==> src/rtl/coproc_pkg.sv <==
// coproc_pkg: shared widths and the writeback entry type for the crypto coprocessor.
package coproc_pkg;
    localparam int REG_ADDR_W = 5;
    localparam int XLEN       = 32;
    localparam int NUM_REGS   = 32;

    typedef struct packed {
        logic [REG_ADDR_W-1:0] addr;
        logic [XLEN-1:0]       data;
    } wb_entry_t;

    function automatic logic [NUM_REGS-1:0] onehot_reg(input logic [REG_ADDR_W-1:0] a);
        return NUM_REGS'(1) << a;
    endfunction
endpackage

==> src/rtl/wb_fifo.sv <==
// wb_fifo: DEPTH-entry writeback queue exposing every slot and its occupancy for hazard tracking.
module wb_fifo
    import coproc_pkg::*;
#(
    parameter int DEPTH = 4
) (
    input  logic                     clk,
    input  logic                     rst,
    input  logic                     push,
    input  logic                     pop,
    input  wb_entry_t                din,
    output wb_entry_t                head,
    output wb_entry_t [DEPTH-1:0]    entries,
    output logic [$clog2(DEPTH):0]   count,
    output logic                     full,
    output logic                     empty,
    output logic [DEPTH-1:0]         entry_valid
);
    localparam int AW = $clog2(DEPTH);
    logic [AW-1:0] wr_ptr, rd_ptr;
    logic wr_en, rd_en;

    assign full  = count == (AW+1)'(DEPTH);
    assign empty = count == '0;
    assign wr_en = push && !full;
    assign rd_en = pop && !empty;
    assign head  = entries[rd_ptr];

    always_ff @(posedge clk or negedge rst) begin
        if (!rst) begin
            entries <= '0;
            wr_ptr  <= '0;
            rd_ptr  <= '0;
            count   <= '0;
        end else begin
            if (wr_en) begin
                entries[wr_ptr] <= din;
                wr_ptr          <= wr_ptr + 1'b1;
            end
            if (rd_en) rd_ptr <= rd_ptr + 1'b1;
            count <= count + (AW+1)'(wr_en) - (AW+1)'(rd_en);
        end
    end

    // A slot is live when its distance from the read pointer is below the occupancy.
    for (genvar k = 0; k < DEPTH; k++) begin : g_valid
        logic [AW-1:0] off;
        assign off            = AW'(k) - rd_ptr;
        assign entry_valid[k] = {1'b0, off} < count;
    end
endmodule

==> src/rtl/wb_arbiter.sv <==
// wb_arbiter: arbitrates NUM_SRC results into a writeback FIFO driving one regfile write per cycle.
// Define WB_RR_ARB_EN for round-robin grant; otherwise fixed priority with source 0 highest.
module wb_arbiter
    import coproc_pkg::*;
#(
    parameter int NUM_SRC = 2,
    parameter int DEPTH   = 4
) (
    input  logic                          clk,
    input  logic                          rst,
    input  logic [NUM_SRC-1:0]            src_valid,
    output logic [NUM_SRC-1:0]            src_ready,
    input  logic [REG_ADDR_W*NUM_SRC-1:0] src_addr,
    input  logic [XLEN*NUM_SRC-1:0]       src_data,
    output logic                          write_enable,
    output logic [REG_ADDR_W-1:0]         write_addr,
    output logic [XLEN-1:0]               write_data,
    output logic [NUM_REGS-1:0]           pending,
    output logic [$clog2(DEPTH):0]        fifo_count
);
    localparam int SW = NUM_SRC > 1 ? $clog2(NUM_SRC) : 1;
    logic [REG_ADDR_W-1:0] a_arr [NUM_SRC];
    logic [XLEN-1:0]       d_arr [NUM_SRC];
    logic [SW-1:0]         sel;
    logic                  any, full, empty, hs, push;
    wb_entry_t             din, head, last;
    wb_entry_t [DEPTH-1:0] entries;
    logic [DEPTH-1:0]      entry_valid;

    for (genvar g = 0; g < NUM_SRC; g++) begin : g_src
        assign a_arr[g] = src_addr[REG_ADDR_W*g +: REG_ADDR_W];
        assign d_arr[g] = src_data[XLEN*g +: XLEN];
    end

`ifdef WB_RR_ARB_EN
    logic [SW-1:0] rr_ptr, idx;
    always_comb begin
        sel = '0;
        any = 1'b0;
        idx = '0;
        for (int j = NUM_SRC - 1; j >= 0; j--) begin
            idx = SW'((int'(rr_ptr) + j) % NUM_SRC);
            if (src_valid[idx]) begin
                sel = idx;
                any = 1'b1;
            end
        end
    end
    always_ff @(posedge clk or negedge rst) begin
        if (!rst) rr_ptr <= '0;
        else if (hs) rr_ptr <= SW'((int'(sel) + 1) % NUM_SRC);
    end
`else
    always_comb begin
        sel = '0;
        any = 1'b0;
        for (int j = NUM_SRC - 1; j >= 0; j--) begin
            if (src_valid[j]) begin
                sel = SW'(j);
                any = 1'b1;
            end
        end
    end
`endif

    // Ready is withheld during reset so no handshake can complete while state is cleared.
    assign hs        = rst && any && !full;
    assign src_ready = hs ? NUM_SRC'(1) << sel : '0;
    assign push      = hs && a_arr[sel] != '0;
    assign din       = '{addr: a_arr[sel], data: d_arr[sel]};

    wb_fifo #(.DEPTH(DEPTH)) u_fifo (
        .clk(clk), .rst(rst), .push(push), .pop(!empty), .din(din), .head(head),
        .entries(entries), .count(fifo_count), .full(full), .empty(empty),
        .entry_valid(entry_valid)
    );

    always_ff @(posedge clk or negedge rst) begin
        if (!rst) last <= '0;
        else if (!empty) last <= head;
    end

    assign write_enable = !empty;
    assign write_addr   = empty ? last.addr : head.addr;
    assign write_data   = empty ? last.data : head.data;

    always_comb begin
        pending = '0;
        for (int k = 0; k < DEPTH; k++)
            pending = entry_valid[k] ? pending | onehot_reg(entries[k].addr) : pending;
    end
endmodule

==> config.mk <==
export PLATFORM = sky130hd
export DESIGN_NAME = wb_arbiter
export DESIGN_NICKNAME = d
export VERILOG_FILES = /design/src/rtl/coproc_pkg.sv /design/src/rtl/wb_fifo.sv /design/src/rtl/wb_arbiter.sv
export SDC_FILE = /design/constraint.sdc
export NUM_CORES = 1
export LEC_CHECK = 0
export ABC_AREA = 1
export BUFFER_PORTS_ARGS = -buffer_cell sky130_fd_sc_hd__buf_2
export CORE_MARGIN = 2
export CORE_UTILIZATION = 25
export CTS_CLUSTER_SIZE = 24
export DETAILED_ROUTE_END_ITERATION = 6
export GPL_TIMING_DRIVEN = 0
export SLEW_MARGIN = 20
export SYNTH_ARGS = -nofsm -noshare
export SYNTH_HDL_FRONTEND = slang
export SYNTH_SLANG_ARGS = --single-unit
==> constraint.sdc <==
create_clock -name clk -period 6.49 [get_ports clk]
set_input_delay 1.298 -clock clk [delete_from_list [all_inputs] [get_ports clk]]
set_output_delay 1.298 -clock clk [all_outputs]
set_load 0.005 [all_outputs]
==> results.sh, run 1 <==
export IMPL_outcome="complete, no violations"
export IMPL_ant_nets=0
export IMPL_worstMarginPinSlew_ns=0.842
export IMPL_synth_nets=1582
export IMPL_post_cts_buffers=0
export IMPL_p_int_w=0.00327
export IMPL_critPathKind="reg2out"
export IMPL_place_ws_ns=2.15
export IMPL_clock_sinks=192
export IMPL_cp_required_ns=5.19
export IMPL_clk_latency_ns=0.44
export IMPL_finalHoldViolations=0
export IMPL_clkPwrFrac=0.169
export IMPL_grt_pass1_wl_microns=65800
export IMPL_io_buffers=152
export IMPL_syn_to_final_growth_pct=19.8
export IMPL_htreeDepth=4
export IMPL_finalSetupViolCount=0
export IMPL_grt_pass1_vias=10800
export IMPL_grt_use_total=0.193
export IMPL_leakagePower_nw=6.67
export IMPL_fin_crit_ns=4.88
export IMPL_ir_worst_vdd_uv=236
export IMPL_synth_area_per_cell_sq_um=7.28
export IMPL_rows=76
export IMPL_pin_count=153
export IMPL_power_frac_comb=0.514
export IMPL_skew_ns=0.00982
export IMPL_overflow=0
export IMPL_final_cell_mix="672 x nand2_1, 203 x nand4_1, 192 x dfrtp_1, 170 x buf_2, 84 x nor2_1"
export IMPL_tritoncts="yes"
export IMPL_nNetsFinal=1755
export IMPL_wl_met3_microns=2880
export IMPL_syn_area_sq_um=10900
export IMPL_critPathMaxFanout=9
export IMPL_finalPower_w=0.00640
export IMPL_die_w_microns=213
export IMPL_tns_ns=0
export IMPL_ys_warnings_count=0
export IMPL_die_area_sq_um=45200
export IMPL_drc=0
export IMPL_whs_ns=0.473
export IMPL_dr_wl_met2_microns=20000
export IMPL_fmax_mhz=205
export IMPL_hpwl_microns=31800
export IMPL_synth_top_area_cell="dfrtp_1"
export IMPL_worst_slack_ns=1.61
export IMPL_rsz0062_at_grt="no"
export IMPL_max_cap_violations=0
export IMPL_wirelength_microns=43600
export IMPL_antenna_found_initial=0
export IMPL_num_antenna_cells=0
export IMPL_wl_met1_microns=19500
export IMPL_top_layer="met4"
export IMPL_yosysSeqAreaShare=0.442
export IMPL_cts_resized=0
export IMPL_post_synth_main_area_contributors="dfrtp_1 44%, nand2_1 23%, nand4_1 12%, nand3_1 3.3%, nor2_1 2.9%"
export IMPL_ys_types=37
export IMPL_crit_arrival_ns=3.58
export IMPL_cts_hold_buf=0
export IMPL_drv_slew=0
export IMPL_clockBufferDepth=2
export IMPL_grt_max_degree=88
export IMPL_switching_share=0.488
export IMPL_clk_pin_slew_ns=0.07
export IMPL_layout_worst_path_cycle_share=0.752
export IMPL_numCtsBuffers=17
export IMPL_p_seq_frac=0.318
export IMPL_drive_above_1_share=0.152
export IMPL_final_common_cell="nand2_1"
export IMPL_core_sq_um=43000
export IMPL_end_kind="output port"
export IMPL_initial_core_util=0.253
export IMPL_p_switching_w=0.00313
export IMPL_slew_headroom=0.439
export IMPL_vias=11400
export IMPL_start_kind="register"
export IMPL_syn_inst=1493
export IMPL_p_per_area_nw_per_um2=491
export IMPL_place_congestion=0.933
export IMPL_vias_per_cell=5.03
export IMPL_yosys_register_bits=192
export IMPL_synth_top_area_frac=0.442
export IMPL_drt_wirelength_per_cell_microns=19.2
export IMPL_die_y_microns=213
export IMPL_hold_class="reg2reg"
export IMPL_firstDrtPassIters=5
export IMPL_cts_root_buf="clkbuf_16"
export IMPL_initialDrtViolationCount=1119
-- worst paths after layout --
check	slack (ns)	endpoint	from	cells past startpoint
min	0.47	u_fifo.entries[19]	u_fifo.entries[19]	2
max	1.61	pending[3]	u_fifo.rd_ptr[0]	13
max in group asynchronous	5.00	last[36]	rst	2
min in group asynchronous	0.73	last[19]	rst	1
min reg2reg	0.47	u_fifo.entries[19]	u_fifo.entries[19]	2
max reg2reg	3.72	u_fifo.count[2]	u_fifo.count[2]	10
-- sequential cells by signal, indices dropped and copies added, names as in the netlist --
name	count
u_fifo.entries	148
last	37
u_fifo.count	3
u_fifo.rd_ptr	2
u_fifo.wr_ptr	2
-- power by group through the flow --
| stage | sequential [W] | combinational [W] | clock [W] |
|---|---|---|---|
| 2_1_floorplan | 0.00196 | 0.00192 | 0 |
| 3_3_place_gp | 0.00203 | 0.00321 | 0 |
| 3_5_place_dp | 0.00204 | 0.00326 | 0 |
| 4_1_cts | 0.00202 | 0.00328 | 0.00109 |
| 5_1_grt | 0.00209 | 0.00364 | 0.00114 |
| 6_report | 0.00203 | 0.00329 | 0.00108 |
-- per-stage QoR --
| step | area (sq um) | util | cells |
|---|---|---|---|
| after global routing | 13000 | 0.303 | 2264 |
| final | 13000 | 0.303 | 2264 |
| after detailed placement | 12400 | 0.289 | 2232 |
| after global placement | 12400 | 0.288 | 2230 |
| after floorplan | 10900 | - | 1493 |
| after CTS | 13000 | 0.303 | 2264 |
-- cell usage after synthesis --
| cell | instances |
|---|---|
| clkbuf_1 | 51 |
| buf_6 | 13 |
| or2_2 | 3 |
| clkinv_1 | 6 |
| o211ai_1 | 4 |
| nand2_2 | 6 |
| a21oi_1 | 19 |
| a41oi_1 | 4 |
| or2_0 | 1 |
| nand3_4 | 4 |
| nand2_1 | 672 |
| dfrtp_1 | 192 |
| o21ai_0 | 6 |
| xnor2_1 | 1 |
| buf_8 | 1 |
| nand3_1 | 71 |
| o22a_1 | 2 |
| clkbuf_2 | 1 |
| a22oi_1 | 10 |
| inv_2 | 3 |
| nand4_1 | 203 |
| buf_4 | 14 |
| xor2_1 | 2 |
| buf_2 | 19 |
| nand3_2 | 1 |
| inv_1 | 49 |
| buf_1 | 11 |
| nor4_1 | 14 |
| nor3_1 | 3 |
| nor2_2 | 3 |
| nor2_8 | 1 |
| nand3b_1 | 1 |
| o21ai_1 | 2 |
| ha_1 | 10 |
| a31oi_1 | 5 |
| nor2_1 | 84 |
| fa_1 | 1 |
-- critical path, stage by stage, from the launching register on --
cell and delay (ns):
dfrtp_1 0.36, clkbuf_2 0.16, nand2_1 0.12, clkinv_1 0.32
nor2_1 0.34, inv_1 0.07, ha_1 0.27, nand3_1 0.08
o21ai_1 0.11, nor2_2 0.48, inv_1 0.29, or2_0 0.27
nand3_1 0.13, buf_2 0.14
-- cells by family (layout without fill, tap and decap cells) --
logic type                 after synthesis  count (layout)  synth area share
adders and majority gates               11              11            0.0134
DFF                                    192             192             0.442
buffers and inverters                  168             354            0.0752
AOI/OAI and AO/OA                       52              52            0.0298
and+or+nand+nor                       1067            1067             0.437
xor gates and xnor gates                 3               3           0.00242
-- layer usage --
| metal | vias to the layer above | GRT usage |
|---|---|---|
| met5 | - | 0 |
| met4 | 0 | 0.0634 |
| met3 | 57 | 0.0272 |
| met2 | 499 | 0.308 |
| met1 | 5502 | 0.268 |
| li1 | 5321 | - |
-- cell type report --
| type | instances | area, sq um |
|---|---|---|
| Clock buffer | 18 | 439 |
| Sequential cell | 192 | 4800 |
| Fill cell | 4773 | 30000 |
| Tap cell | 585 | 732 |
| Buffer | 110 | 599 |
| Multi-Input combinational cell | 1133 | 5250 |
| Clock inverter | 14 | 155 |
| Timing Repair Buffer | 154 | 826 |
| Inverter | 58 | 218 |
Note: power is estimated with default switching activity, not from simulation.
==> run 2, diff against run 1 <==
Settings changed: ABC_AREA 1 to 0.
Clock period 6.49 ns to 4 ns, I/O delays scaled along.
==> run 2 against run 1 <==
Against the previous run: cell area is 7.8% lower; total power rose by 72%; non-clock buffer count is 40 lower; synthesized area fell by 9.8%; hold slack worse by 0.35 ns; combinational power rose by 73%; clock skew grew 0.0044 ns; clock power increased by 66%.
==> results.sh, run 2 <==
export IMPL_pin_count=153
export IMPL_cts_root_buf="clkbuf_16"
export IMPL_synthArstFlopShare=1.00
export IMPL_synth_top_area_cell="dfrtp_1"
export IMPL_synth_top_area_frac=0.490
export IMPL_cp_required_ns=3.20
export IMPL_tritoncts="yes"
export IMPL_crit_chain="buf_2, clkbuf_4, xnor2_2, ha_1, nand2b_1, nor2_1, or4_1, o221ai_1, buf_2"
export IMPL_post_cts_buffers=0
export IMPL_drv_slew=0
export IMPL_ys_warnings_count=0
export IMPL_drive_above_1_share=0.285
export IMPL_die_area_sq_um=40800
export IMPL_start_kind="register"
export IMPL_reg2reg_depth=11
export IMPL_initial_core_util=0.254
export IMPL_worst_slack_ns=0.0864
export IMPL_crit_path_end="pending[9]"
export IMPL_clk_latency_ns=0.44
export IMPL_reg2reg_from="u_fifo.count[2]"
export IMPL_end_kind="output port"
export IMPL_yosys_register_bits=192
export IMPL_synth_nets=907
export IMPL_slew_headroom=0.324
export IMPL_path_buf_inv=3
export IMPL_clock_sinks=192
export IMPL_worstMarginPinSlew_ns=1.00
export IMPL_r2r_slack_ns=1.24
export IMPL_fin_crit_ns=3.91
export IMPL_hpwl_microns=22800
export IMPL_post_synth_main_area_contributors="dfrtp_1 49%, o22a_1 13%, mux4_2 8.5%, mux2_1 4.2%, nand2_1 3.4%"
export IMPL_rsz0062_at_grt="no"
export IMPL_cts_hold_buf=0
export IMPL_htreeDepth=4
export IMPL_vias=7971
export IMPL_syn_inst=818
export IMPL_critPathKind="reg2out"
export IMPL_ant_nets=0
export IMPL_p_per_area_nw_per_um2=917
export IMPL_skew_ns=0.0142
export IMPL_clk_pin_slew_ns=0.07
export IMPL_crit_arrival_ns=3.11
export IMPL_reg_top3="u_fifo.entries: 148 flops, last: 37 flops, u_fifo.count: 3 flops"
export IMPL_synth_commonest_cells="192 x dfrtp_1, 144 x o22a_1, 90 x nand2_1, 42 x nand3_1"
export IMPL_vias_per_cell=5.23
export IMPL_io_buffers=152
export IMPL_crit_path_max_incr_delay_ns=0.63
export IMPL_finalHoldViolations=0
export IMPL_initialDrtViolationCount=519
export IMPL_antenna_found_initial=1
export IMPL_leakagePower_nw=4.86
export IMPL_ir_worst_vdd_uv=358
export IMPL_die_y_microns=202
export IMPL_overflow=0
export IMPL_grt_pass1_vias=7960
export IMPL_yosysMostFrequentCell="dfrtp_1"
export IMPL_final_common_cell="dfrtp_1"
export IMPL_synth_ff_type="dfrtp_1"
export IMPL_firstDrtPassIters=5
export IMPL_drc=0
export IMPL_final_cell_mix="191 x dfrtp_1, 175 x buf_2, 144 x o22a_1, 90 x nand2_1, 42 x nand3_1"
export IMPL_synth_edff_count=0
export IMPL_outcome="complete, no violations"
export IMPL_fin_area_sq_um=12000
export IMPL_largest_reg_flops=148
export IMPL_finalPower_w=0.0110
export IMPL_drt_wirelength_per_cell_microns=20.6
export IMPL_grt_use_total=0.154
export IMPL_core_sq_um=38600
export IMPL_placed_area_sq_um=11300
export IMPL_numCtsBuffers=17
export IMPL_path_delay_family="simple AND/OR/NAND/NOR gates"
export IMPL_place_congestion=0.901
export IMPL_critical_path_slowest_cell="or4_1"
export IMPL_syn_area_sq_um=9810
export IMPL_crit_top_cell="buf_2"
export IMPL_finalSetupViolCount=0
export IMPL_crit_path_start="u_fifo.rd_ptr[0]"
export IMPL_rows=72
export IMPL_cp_depth=9
export IMPL_yosysSeqAreaShare=0.490
export IMPL_wirelength_microns=31300
export IMPL_place_ws_ns=-0.0231
export IMPL_fmax_mhz=256
export IMPL_max_cap_violations=0
export IMPL_top_register="u_fifo.entries"
export IMPL_hold_class="in2async"
export IMPL_die_w_microns=202
export IMPL_synth_area_per_cell_sq_um=12.0
export IMPL_critPathMaxFanout=10
export IMPL_ys_types=54
export IMPL_syn_to_final_growth_pct=22.4
export IMPL_grt_max_degree=100
export IMPL_grt_pass1_wl_microns=47900
export IMPL_nNetsFinal=1080
export IMPL_worstReg2RegEnd="u_fifo.count[2]"
export IMPL_clockBufferDepth=2
export IMPL_layout_worst_path_cycle_share=0.978
run 2: cell types whose count changed after synthesis, sizes merged, moves of 28 or more:
cell	delta
nand2	-588
o22a	+142
mux2	+37
clkbuf	-28
inv	-30
nor2	-78
nand3	-34
mux4	+37
nand4	-199
run 2: worst register-to-register path: stages, from the launching register on:
cell and delay [ns]:
dfrtp_1 0.46, buf_2 0.26, or3_1 0.14, clkbuf_1 0.24
buf_2 0.38, ha_1 0.30, inv_1 0.05, ha_1 0.12
inv_1 0.05, fa_1 0.38, xnor2_1 0.15, xnor2_1 0.13
run 2: routing by layer:
layer	GRT usage	vias up	routed length (microns)
met1	0.205	4100	13500
li1	-	3517	-
met4	0.0583	0	878
met5	0	-	0
met2	0.249	313	14900
met3	0.0271	41	2120
run 2: final cells by class:
cell class              instances  area (sq um)
plain buffers                  70           398
diodes                          1          2.50
fillers                      3963         26600
multi-input cells             534          4620
inverters                      22          82.6
repair buffers                154           826
clock inverters                15           200
well taps                     518           648
flip-flops and latches        192          4810
clock buffers                  17           425
run 2: timing repair:
item / in CTS / in global routing
endpoints found under the setup margin: 32 / 29
pin swaps: 0 / 0
resized for setup: 7 / 12
run 2: how the worst min path moves through the flow:
stage | cells past startpoint | startpoint | to | slack (ns)
after floorplan | 1 | last[0] | last[0] | 0.48
after CTS | 1 | rst | last[27] | 0.10
after global placement | 1 | last[29] | last[29] | 0.46
after global routing | 1 | rst | last[27] | 0.10
after detailed placement | 1 | last[0] | last[0] | 0.47
final | 1 | rst | last[27] | 0.12
run 2: logic make-up after synthesis:
| logic type | Yosys count | synth area share |
|---|---|---|
| AOI/OAI and AO/OA | 231 | 0.203 |
| and+or+nand+nor | 211 | 0.110 |
| DFF | 192 | 0.490 |
| buffers and inverters | 92 | 0.0483 |
| muxes | 75 | 0.128 |
| adders and majority gates | 11 | 0.0148 |
| xor gates and xnor gates | 6 | 0.00536 |
run 2: through the flow:
stage	TNS [ns]	cells	utilization	hold WS [ns]
after floorplan	0	818	-	0.476
after global placement	-508.70	1488	0.290	0.463
after detailed placement	-0.0440	1490	0.292	0.466
after CTS	-0.00275	1522	0.309	0.104
after global routing	0	1523	0.311	0.101
final	0	1523	0.311	0.124
run 2: where the power goes:
part           switching, W  internal [W]  total [W]
registers          0.000589       0.00294    0.00353
clock network      0.000831      0.000955    0.00179
logic               0.00298       0.00271    0.00569
